### src/rtl/slink_rx_packet_buffer.sv
// rtl/slink_rx_packet_buffer.sv - store-and-forward packet buffer for one routed RX channel.
// Optional feature macro: SLINK_RX_PKT_BUF_CRC_DROP_EN (drop CRC-failed packets instead of flagging them).
module slink_rx_packet_buffer #(
    parameter int         DATA_WIDTH      = 64,
    parameter int         DEPTH           = 32,
    parameter int         HDR_DEPTH       = 8,
    parameter logic [7:0] LONG_PKT_MIN_ID = 8'h30
) (
    input  logic                  clk,
    input  logic                  reset,
    input  logic                  rx_sop,
    input  logic [7:0]            rx_data_id,
    input  logic [15:0]           rx_word_count,
    input  logic [DATA_WIDTH-1:0] rx_app_data,
    input  logic                  rx_valid,
    input  logic                  rx_crc_corrupted,
    input  logic                  clr_counts,
    output logic                  out_valid,
    input  logic                  out_ready,
    output logic                  out_sop,
    output logic                  out_eop,
    output logic [7:0]            out_data_id,
    output logic [15:0]           out_word_count,
    output logic [DATA_WIDTH-1:0] out_data,
    output logic                  out_crc_err,
    output logic [7:0]            drop_err_count,
    output logic [7:0]            drop_ovf_count
);

    localparam int BYTES = DATA_WIDTH / 8;
    localparam int AW    = $clog2(DEPTH);
    localparam int HAW   = $clog2(HDR_DEPTH);
    localparam int HW    = 8 + 16 + 17 + 1;
    localparam logic [AW:0]  PTR_ONE  = 1;
    localparam logic [HAW:0] HPTR_ONE = 1;

`ifdef SLINK_RX_PKT_BUF_CRC_DROP_EN
    localparam logic CRC_DROP = 1'b1;
`else
    localparam logic CRC_DROP = 1'b0;
`endif

    typedef enum logic [1:0] {WR_IDLE, WR_PKT, WR_DROP} wr_state_t;
    typedef enum logic [1:0] {RD_IDLE, RD_SOP, RD_BODY} rd_state_t;

    logic [DATA_WIDTH-1:0] mem [DEPTH];
    logic [HW-1:0]         hdr_mem [HDR_DEPTH];
    logic [AW:0]           wr_ptr, wr_ptr_commit, rd_ptr, wr_base, wr_ptr_nxt;
    logic [HAW:0]          hdr_wr_ptr, hdr_rd_ptr;
    wr_state_t             wr_state, wr_state_nxt;
    rd_state_t             rd_state, rd_state_nxt;
    logic [16:0]           beats_left, beats_left_nxt;
    logic [7:0]            pkt_id;
    logic [15:0]           pkt_wc;
    logic [16:0]           pkt_beats;

    // ---------------- write side decode ----------------
    logic        sop_beat, is_long, trunc, data_full, hdr_full, sop_drop, body_beat, body_last;
    logic [16:0] wc_round, wc_beats, sop_beats;
    logic [7:0]  fin_id;
    logic [15:0] fin_wc;
    logic [16:0] fin_beats;

    assign sop_beat  = rx_valid && rx_sop;
    assign is_long   = rx_data_id >= LONG_PKT_MIN_ID;
    assign wc_round  = {1'b0, rx_word_count} + 17'(BYTES - 1);
    assign wc_beats  = wc_round / 17'(BYTES);
    assign sop_beats = (!is_long || wc_beats == 17'd0) ? 17'd1 : wc_beats;
    assign trunc     = sop_beat && wr_state == WR_PKT;
    // A truncating SOP rewinds first, so its own full check sees the freed space.
    assign wr_base   = trunc ? wr_ptr_commit : wr_ptr;
    assign data_full = (wr_base[AW] != rd_ptr[AW]) && (wr_base[AW-1:0] == rd_ptr[AW-1:0]);
    assign hdr_full  = (hdr_wr_ptr[HAW] != hdr_rd_ptr[HAW]) &&
                       (hdr_wr_ptr[HAW-1:0] == hdr_rd_ptr[HAW-1:0]);
    assign sop_drop  = sop_beat && (hdr_full || (is_long && data_full));
    assign body_beat = rx_valid && !rx_sop && wr_state != WR_IDLE;
    assign body_last = beats_left == 17'd1;
    assign fin_id    = sop_beat ? rx_data_id    : pkt_id;
    assign fin_wc    = sop_beat ? rx_word_count : pkt_wc;
    assign fin_beats = sop_beat ? sop_beats     : pkt_beats;

    always_ff @(posedge clk or posedge reset) begin
        if (reset) wr_state <= WR_IDLE;
        else       wr_state <= wr_state_nxt;
    end

    always_comb begin
        wr_state_nxt = wr_state;
        if (sop_beat) begin
            if (is_long && sop_beats > 17'd1) wr_state_nxt = sop_drop ? WR_DROP : WR_PKT;
            else                              wr_state_nxt = WR_IDLE;
        end else if (body_beat) begin
            if (body_last)                               wr_state_nxt = WR_IDLE;
            else if (wr_state == WR_PKT && data_full)    wr_state_nxt = WR_DROP;
        end
    end

    logic          mem_we, commit, hdr_push, load_pkt, fin, ovf_inc;
    logic [1:0]    err_add;
    logic [HW-1:0] hdr_din;

    always_comb begin
        mem_we         = 1'b0;
        commit         = 1'b0;
        hdr_push       = 1'b0;
        load_pkt       = 1'b0;
        fin            = 1'b0;
        ovf_inc        = 1'b0;
        err_add        = 2'd0;
        hdr_din        = '0;
        wr_ptr_nxt     = wr_ptr;
        beats_left_nxt = beats_left;
        if (trunc) begin
            err_add    = 2'd1;
            wr_ptr_nxt = wr_ptr_commit;
        end
        if (sop_beat) begin
            load_pkt       = 1'b1;
            beats_left_nxt = sop_beats - 17'd1;
            if (sop_drop) begin
                ovf_inc    = 1'b1;
                wr_ptr_nxt = wr_base;
            end else if (!is_long) begin
                hdr_push = 1'b1;
                hdr_din  = {rx_data_id, rx_word_count, 17'd0, 1'b0};
            end else begin
                mem_we = 1'b1;
                if (sop_beats == 17'd1) fin = 1'b1;
                else                    wr_ptr_nxt = wr_base + PTR_ONE;
            end
        end else if (body_beat) begin
            beats_left_nxt = beats_left - 17'd1;
            if (wr_state == WR_PKT) begin
                if (data_full) begin
                    ovf_inc    = 1'b1;
                    wr_ptr_nxt = wr_ptr_commit;
                end else begin
                    mem_we = 1'b1;
                    if (body_last) fin = 1'b1;
                    else           wr_ptr_nxt = wr_ptr + PTR_ONE;
                end
            end
        end
        if (fin) begin
            if (rx_crc_corrupted && CRC_DROP) begin
                wr_ptr_nxt = wr_ptr_commit;
                err_add    = err_add + 2'd1;
            end else begin
                wr_ptr_nxt = wr_base + PTR_ONE;
                commit     = 1'b1;
                hdr_push   = 1'b1;
                hdr_din    = {fin_id, fin_wc, fin_beats, rx_crc_corrupted};
            end
        end
    end

    always_ff @(posedge clk) begin
        if (mem_we)   mem[wr_base[AW-1:0]]         <= rx_app_data;
        if (hdr_push) hdr_mem[hdr_wr_ptr[HAW-1:0]] <= hdr_din;
    end

    logic [8:0] err_sum;
    assign err_sum = {1'b0, drop_err_count} + {7'd0, err_add};

    always_ff @(posedge clk or posedge reset) begin
        if (reset) begin
            wr_ptr         <= '0;
            wr_ptr_commit  <= '0;
            hdr_wr_ptr     <= '0;
            beats_left     <= '0;
            pkt_id         <= '0;
            pkt_wc         <= '0;
            pkt_beats      <= '0;
            drop_err_count <= '0;
            drop_ovf_count <= '0;
        end else begin
            wr_ptr     <= wr_ptr_nxt;
            beats_left <= beats_left_nxt;
            if (commit)   wr_ptr_commit <= wr_ptr_nxt;
            if (hdr_push) hdr_wr_ptr    <= hdr_wr_ptr + HPTR_ONE;
            if (load_pkt) begin
                pkt_id    <= rx_data_id;
                pkt_wc    <= rx_word_count;
                pkt_beats <= sop_beats;
            end
            if (clr_counts) begin
                drop_err_count <= '0;
                drop_ovf_count <= '0;
            end else begin
                drop_err_count <= err_sum[8] ? 8'hFF : err_sum[7:0];
                if (ovf_inc && drop_ovf_count != 8'hFF) drop_ovf_count <= drop_ovf_count + 8'd1;
            end
        end
    end

    // ---------------- read side ----------------
    logic        hdr_avail, accept, eop_cur, hdr_pop, cur_crc;
    logic [16:0] cur_beats, rd_left;
    logic [7:0]  hq_id;
    logic [15:0] hq_wc;
    logic [16:0] hq_beats;
    logic        hq_crc;

    assign {hq_id, hq_wc, hq_beats, hq_crc} = hdr_mem[hdr_rd_ptr[HAW-1:0]];
    assign hdr_avail = hdr_wr_ptr != hdr_rd_ptr;
    assign accept    = out_valid && out_ready;
    assign eop_cur   = rd_left <= 17'd1;
    assign hdr_pop   = hdr_avail && (rd_state == RD_IDLE || (accept && eop_cur));

    always_ff @(posedge clk or posedge reset) begin
        if (reset) rd_state <= RD_IDLE;
        else       rd_state <= rd_state_nxt;
    end

    always_comb begin
        rd_state_nxt = rd_state;
        case (rd_state)
            RD_IDLE: if (hdr_avail) rd_state_nxt = RD_SOP;
            RD_SOP, RD_BODY: begin
                if (accept) begin
                    if (eop_cur) rd_state_nxt = hdr_avail ? RD_SOP : RD_IDLE;
                    else         rd_state_nxt = RD_BODY;
                end
            end
            default: rd_state_nxt = RD_IDLE;
        endcase
    end

    // Short packets carry no data beats, so they read zero instead of the FIFO.
    always_comb begin
        out_valid = rd_state != RD_IDLE;
        out_sop   = rd_state == RD_SOP;
        out_eop   = out_valid && eop_cur;
        out_data  = (out_valid && cur_beats != 17'd0) ? mem[rd_ptr[AW-1:0]] : '0;
    end

    assign out_crc_err = cur_crc & ~CRC_DROP;

    always_ff @(posedge clk or posedge reset) begin
        if (reset) begin
            rd_ptr         <= '0;
            hdr_rd_ptr     <= '0;
            out_data_id    <= '0;
            out_word_count <= '0;
            cur_beats      <= '0;
            rd_left        <= '0;
            cur_crc        <= 1'b0;
        end else begin
            if (hdr_pop) begin
                out_data_id    <= hq_id;
                out_word_count <= hq_wc;
                cur_beats      <= hq_beats;
                rd_left        <= hq_beats;
                cur_crc        <= hq_crc;
                hdr_rd_ptr     <= hdr_rd_ptr + HPTR_ONE;
            end else if (accept && !eop_cur) begin
                rd_left <= rd_left - 17'd1;
            end
            if (accept && cur_beats != 17'd0) rd_ptr <= rd_ptr + PTR_ONE;
        end
    end

endmodule
### config.mk
export PLATFORM = sky130hd
export DESIGN_NAME = slink_rx_packet_buffer
export DESIGN_NICKNAME = d
export VERILOG_FILES = /design/src/rtl/slink_rx_packet_buffer.sv
export SDC_FILE = /design/constraint.sdc
export NUM_CORES = 2
export LEC_CHECK = 0
export BUFFER_PORTS_ARGS = -buffer_cell sky130_fd_sc_hd__clkbuf_2
export CORE_UTILIZATION = 41
export CTS_CLUSTER_DIAMETER = 200
export DETAILED_ROUTE_END_ITERATION = 7
export PLACE_DENSITY = 0.52
export SKIP_LAST_GASP = 1
export SLEW_MARGIN = 5
export SYNTH_ARGS = -nofsm -noshare
export SYNTH_HDL_FRONTEND = slang
export SYNTH_SLANG_ARGS = --single-unit
### constraint.sdc
create_clock -name clk -period 13.3 [get_ports clk]
set_clock_uncertainty 0.2 [all_clocks]
set_input_delay 2.66 -clock clk [delete_from_list [all_inputs] [get_ports clk]]
set_output_delay 2.66 -clock clk [all_outputs]
set_load 0.02 [all_outputs]
==> results_dict.tcl <==
set metrics [dict create \
    arrival_ns 5.40 \
    die_area_um2 242000 \
    leakage_nw 36.2 \
    final_util_pct 47.1 \
    regToRegStartpoint "rd_ptr[0]" \
    grt_pass1_vias 48390 \
    dp_cells 7737 \
    dp_hpwl_um 133000 \
    ant_nets 0 \
    drive_above_1_share_pct 29.3 \
    crit_chain "buf_12 > buf_4 > mux4_2 > mux4_2 > mux2i_1 > nor2_1 > clkbuf_2" \
    wl_per_cell_um 31.0 \
    antenna_found_initial 15 \
    fillers 19603 \
    fin_ws_ns 5.04 \
    rows 179 \
    root_buffer "clkbuf_16" \
    crit_type "flop to output pin" \
    clock_latency_ns 0.93 \
    synth_cell_types 93 \
    cts_repair_resize_count 0 \
    cp-startpoint "rd_ptr[0]" \
    status "finished, violations left" \
    setup_viol 0 \
    clock.fmax_mhz 121 \
    rsz0062_at_grt "false" \
    final_cell_mix "edfxtp_1 (2360), mux4_2 (718), clkbuf_16 (290), clkbuf_2 (202), nand2_1 (188)" \
    clock_sink_count 2517 \
    final_cells 8217 \
    grt_pass1_wl_um 366000 \
    die_h_um 492 \
    portBuffers 202 \
    grt.total_usage_pct 21.2 \
    tightest_slew_ns 1.39 \
    tns_ns 0 \
    num_io_pins 203 \
    r2r_end "mem[11][5]" \
    final_cell_area_um2 112000 \
    period_needed_ns 8.26 \
    violations "DRC" \
    start_util_pct 41.3 \
    dr.pass1.iters 8 \
    r2r_slack_ns 7.07 \
    cp.required_ns 10.44 \
    synth-main-ff-cell "edfxtp_1" \
    powerDensity_nw_per_um2 205 \
    post-place-ws_ns 5.29 \
    syn_to_final_growth_pct 14.0 \
    worstSetupEndpoint "out_data[11]" \
    async_flop_share_pct 6.24 \
    cp_common_cell "mux4_2" \
    synth_fp_nets 4622 \
    wl_um 255000 \
    core-area_um2 238000 \
    placed_area_um2 104000 \
    grt_overflow 0 \
    via_per_inst 5.74 \
    avgSynthCellArea_um2 21.8 \
    clk_pin_slew_worst_paths_ns 0.06 \
    ys_seq_area_share_pct 76.1 \
    die_w_um 492 \
    slowest_stage "dfrtp_4" \
    hold_class "flop to flop" \
    finalHoldViolCount 0 \
    drc 34 \
    nets 4973 \
    post_cts_buffers 0 \
    gp_congestion 0.788 \
    clk_path_buf_depth 4 \
    cts_tree "yes" \
    synth_edf_count 2360 \
    synth-seq-cells 2517 \
    layout_commonest_cell "edfxtp_1" \
    crit_path_max_fanout 103 \
    cts_hold_buf 0 \
    dr_total_vias 47127 \
    slew_headroom_pct 7.54 \
    drtIter0Drc 4633 \
    netlist_area_um2 98300 \
    r2r.worst_path.cells 10 \
    maxCapViolations 0 \
    cts_htree_levels 5 \
    start_kind "flop" \
    grt_start_max_net_pins 152 \
    finalMaxSlewViolations 0 \
    ir_worst_vdd_mv 0.251 \
    synth_warnings 0 \
    endpoint_kind "output pin" \
    worst_path_largest_cell_delay_ns 0.86 \
    fin_crit_sh_pct 62.1 \
    postSynthCellCount 4507 \
    numCtsBuffers 286 \
]
[worst min path at each step]
stage | slack (ns) | depth (start not counted) | startpoint | endpoint
floorplan | 0.24 | 2 | pkt_beats[1] | pkt_beats[1]
global placement | 0.25 | 2 | pkt_beats[8] | pkt_beats[8]
detailed placement | 0.26 | 2 | pkt_id[7] | pkt_id[7]
CTS | 0.28 | 2 | pkt_id[1] | pkt_id[1]
global route | 0.30 | 2 | pkt_id[6] | pkt_id[6]
finish | 0.27 | 2 | pkt_id[7] | pkt_id[7]
[Yosys cell counts, types with 22 or more instances]
cell      number  area [um2]
nor2_1       190         713
nand3_1       22         110
xnor2_1       48         420
buf_2         26         130
a21oi_1       48         240
buf_1         55         206
mux2i_1       97         971
edfxtp_1    2360       70900
dfrtp_1      157        3930
clkbuf_1     148         556
xor2_1        31         272
o21ai_0       59         295
nand2_1      189         709
a211oi_1      25         188
mux4_2       718       16200
inv_1         25        93.8
a22o_1        23         201
nor3_1        28         140
[critical path, delay by kind of cell, from the launching register on]
family,cells,cell delay [ns]
flops,1,0.86
mux,3,1.51
simple gates,1,0.09
buf+inv,3,1.67
[where the power goes]
part / internal [mW] / switching (mW) / leakage (nW)
clock network: 4.32 / 3.04 / 4.19
logic: 2.81 / 3.52 / 8.48
registers: 9.02 / 0.321 / 23.5
[cell type report]
| class | count | area (um2) | share of cell area (%) |
|---|---|---|---|
| Sequential cell | 2517 | 74800 | 66.7 |
| Inverter | 25 | 101 | 0.0904 |
| Antenna cell | 4 | 10.0 | 0.00893 |
| Tap cell | 3167 | 3960 | 3.53 |
| Clock inverter | 113 | 977 | 0.872 |
| Multi-Input combinational cell | 1722 | 22700 | 20.3 |
| Clock buffer | 363 | 7590 | 6.77 |
| Timing Repair Buffer | 306 | 1920 | 1.71 |
[per-layer routing]
metal / GRT usage [%] / share of wire (%)
met3: 3.31 / 5.4
met1: 29.7 / 43
met5: 0 / 0.015
met4: 5.20 / 2.2
met2: 34.9 / 50
[cell families (layout without fill, tap and decap cells)]
family,count (synthesis),in the layout,share of synthesized area [%]
flops,2517,2517,76.1
mux,818,818,17.5
simple gates,557,557,2.62
xor+xnor,79,79,0.704
other cells,0,4,0
compound gates,248,248,1.74
buf+inv,268,807,1.15
fa+ha+maj,20,20,0.254
[per-stage QoR]
stage | hold slack [ns] | power [mW]
3_3_place_gp | 0.254 | 16.0
2_1_floorplan | 0.238 | 13.8
5_1_grt | 0.296 | 24.0
3_5_place_dp | 0.261 | 16.0
4_1_cts | 0.276 | 23.4
6_report | 0.271 | 23.0
[state kept, by name, summed over array words and instances (netlist names)]
| register | flops |
|---|---|
| beats_left | 17 |
| cur_beats | 14 |
| drop_err_count | 8 |
| drop_ovf_count | 8 |
| hdr_mem | 312 |
| hdr_rd_ptr | 4 |
| hdr_wr_ptr | 4 |
| mem | 2048 |
| out_crc_err | 1 |
| out_data_id | 8 |
| out_word_count | 16 |
| pkt_beats | 14 |
| pkt_id | 8 |
| pkt_wc | 16 |
| rd_left | 17 |
| rd_ptr | 6 |
| rd_state | 2 |
| wr_ptr | 6 |
| wr_ptr_commit | 6 |
| wr_state | 2 |
No activity file was read; power rests on OpenSTA's default activity.
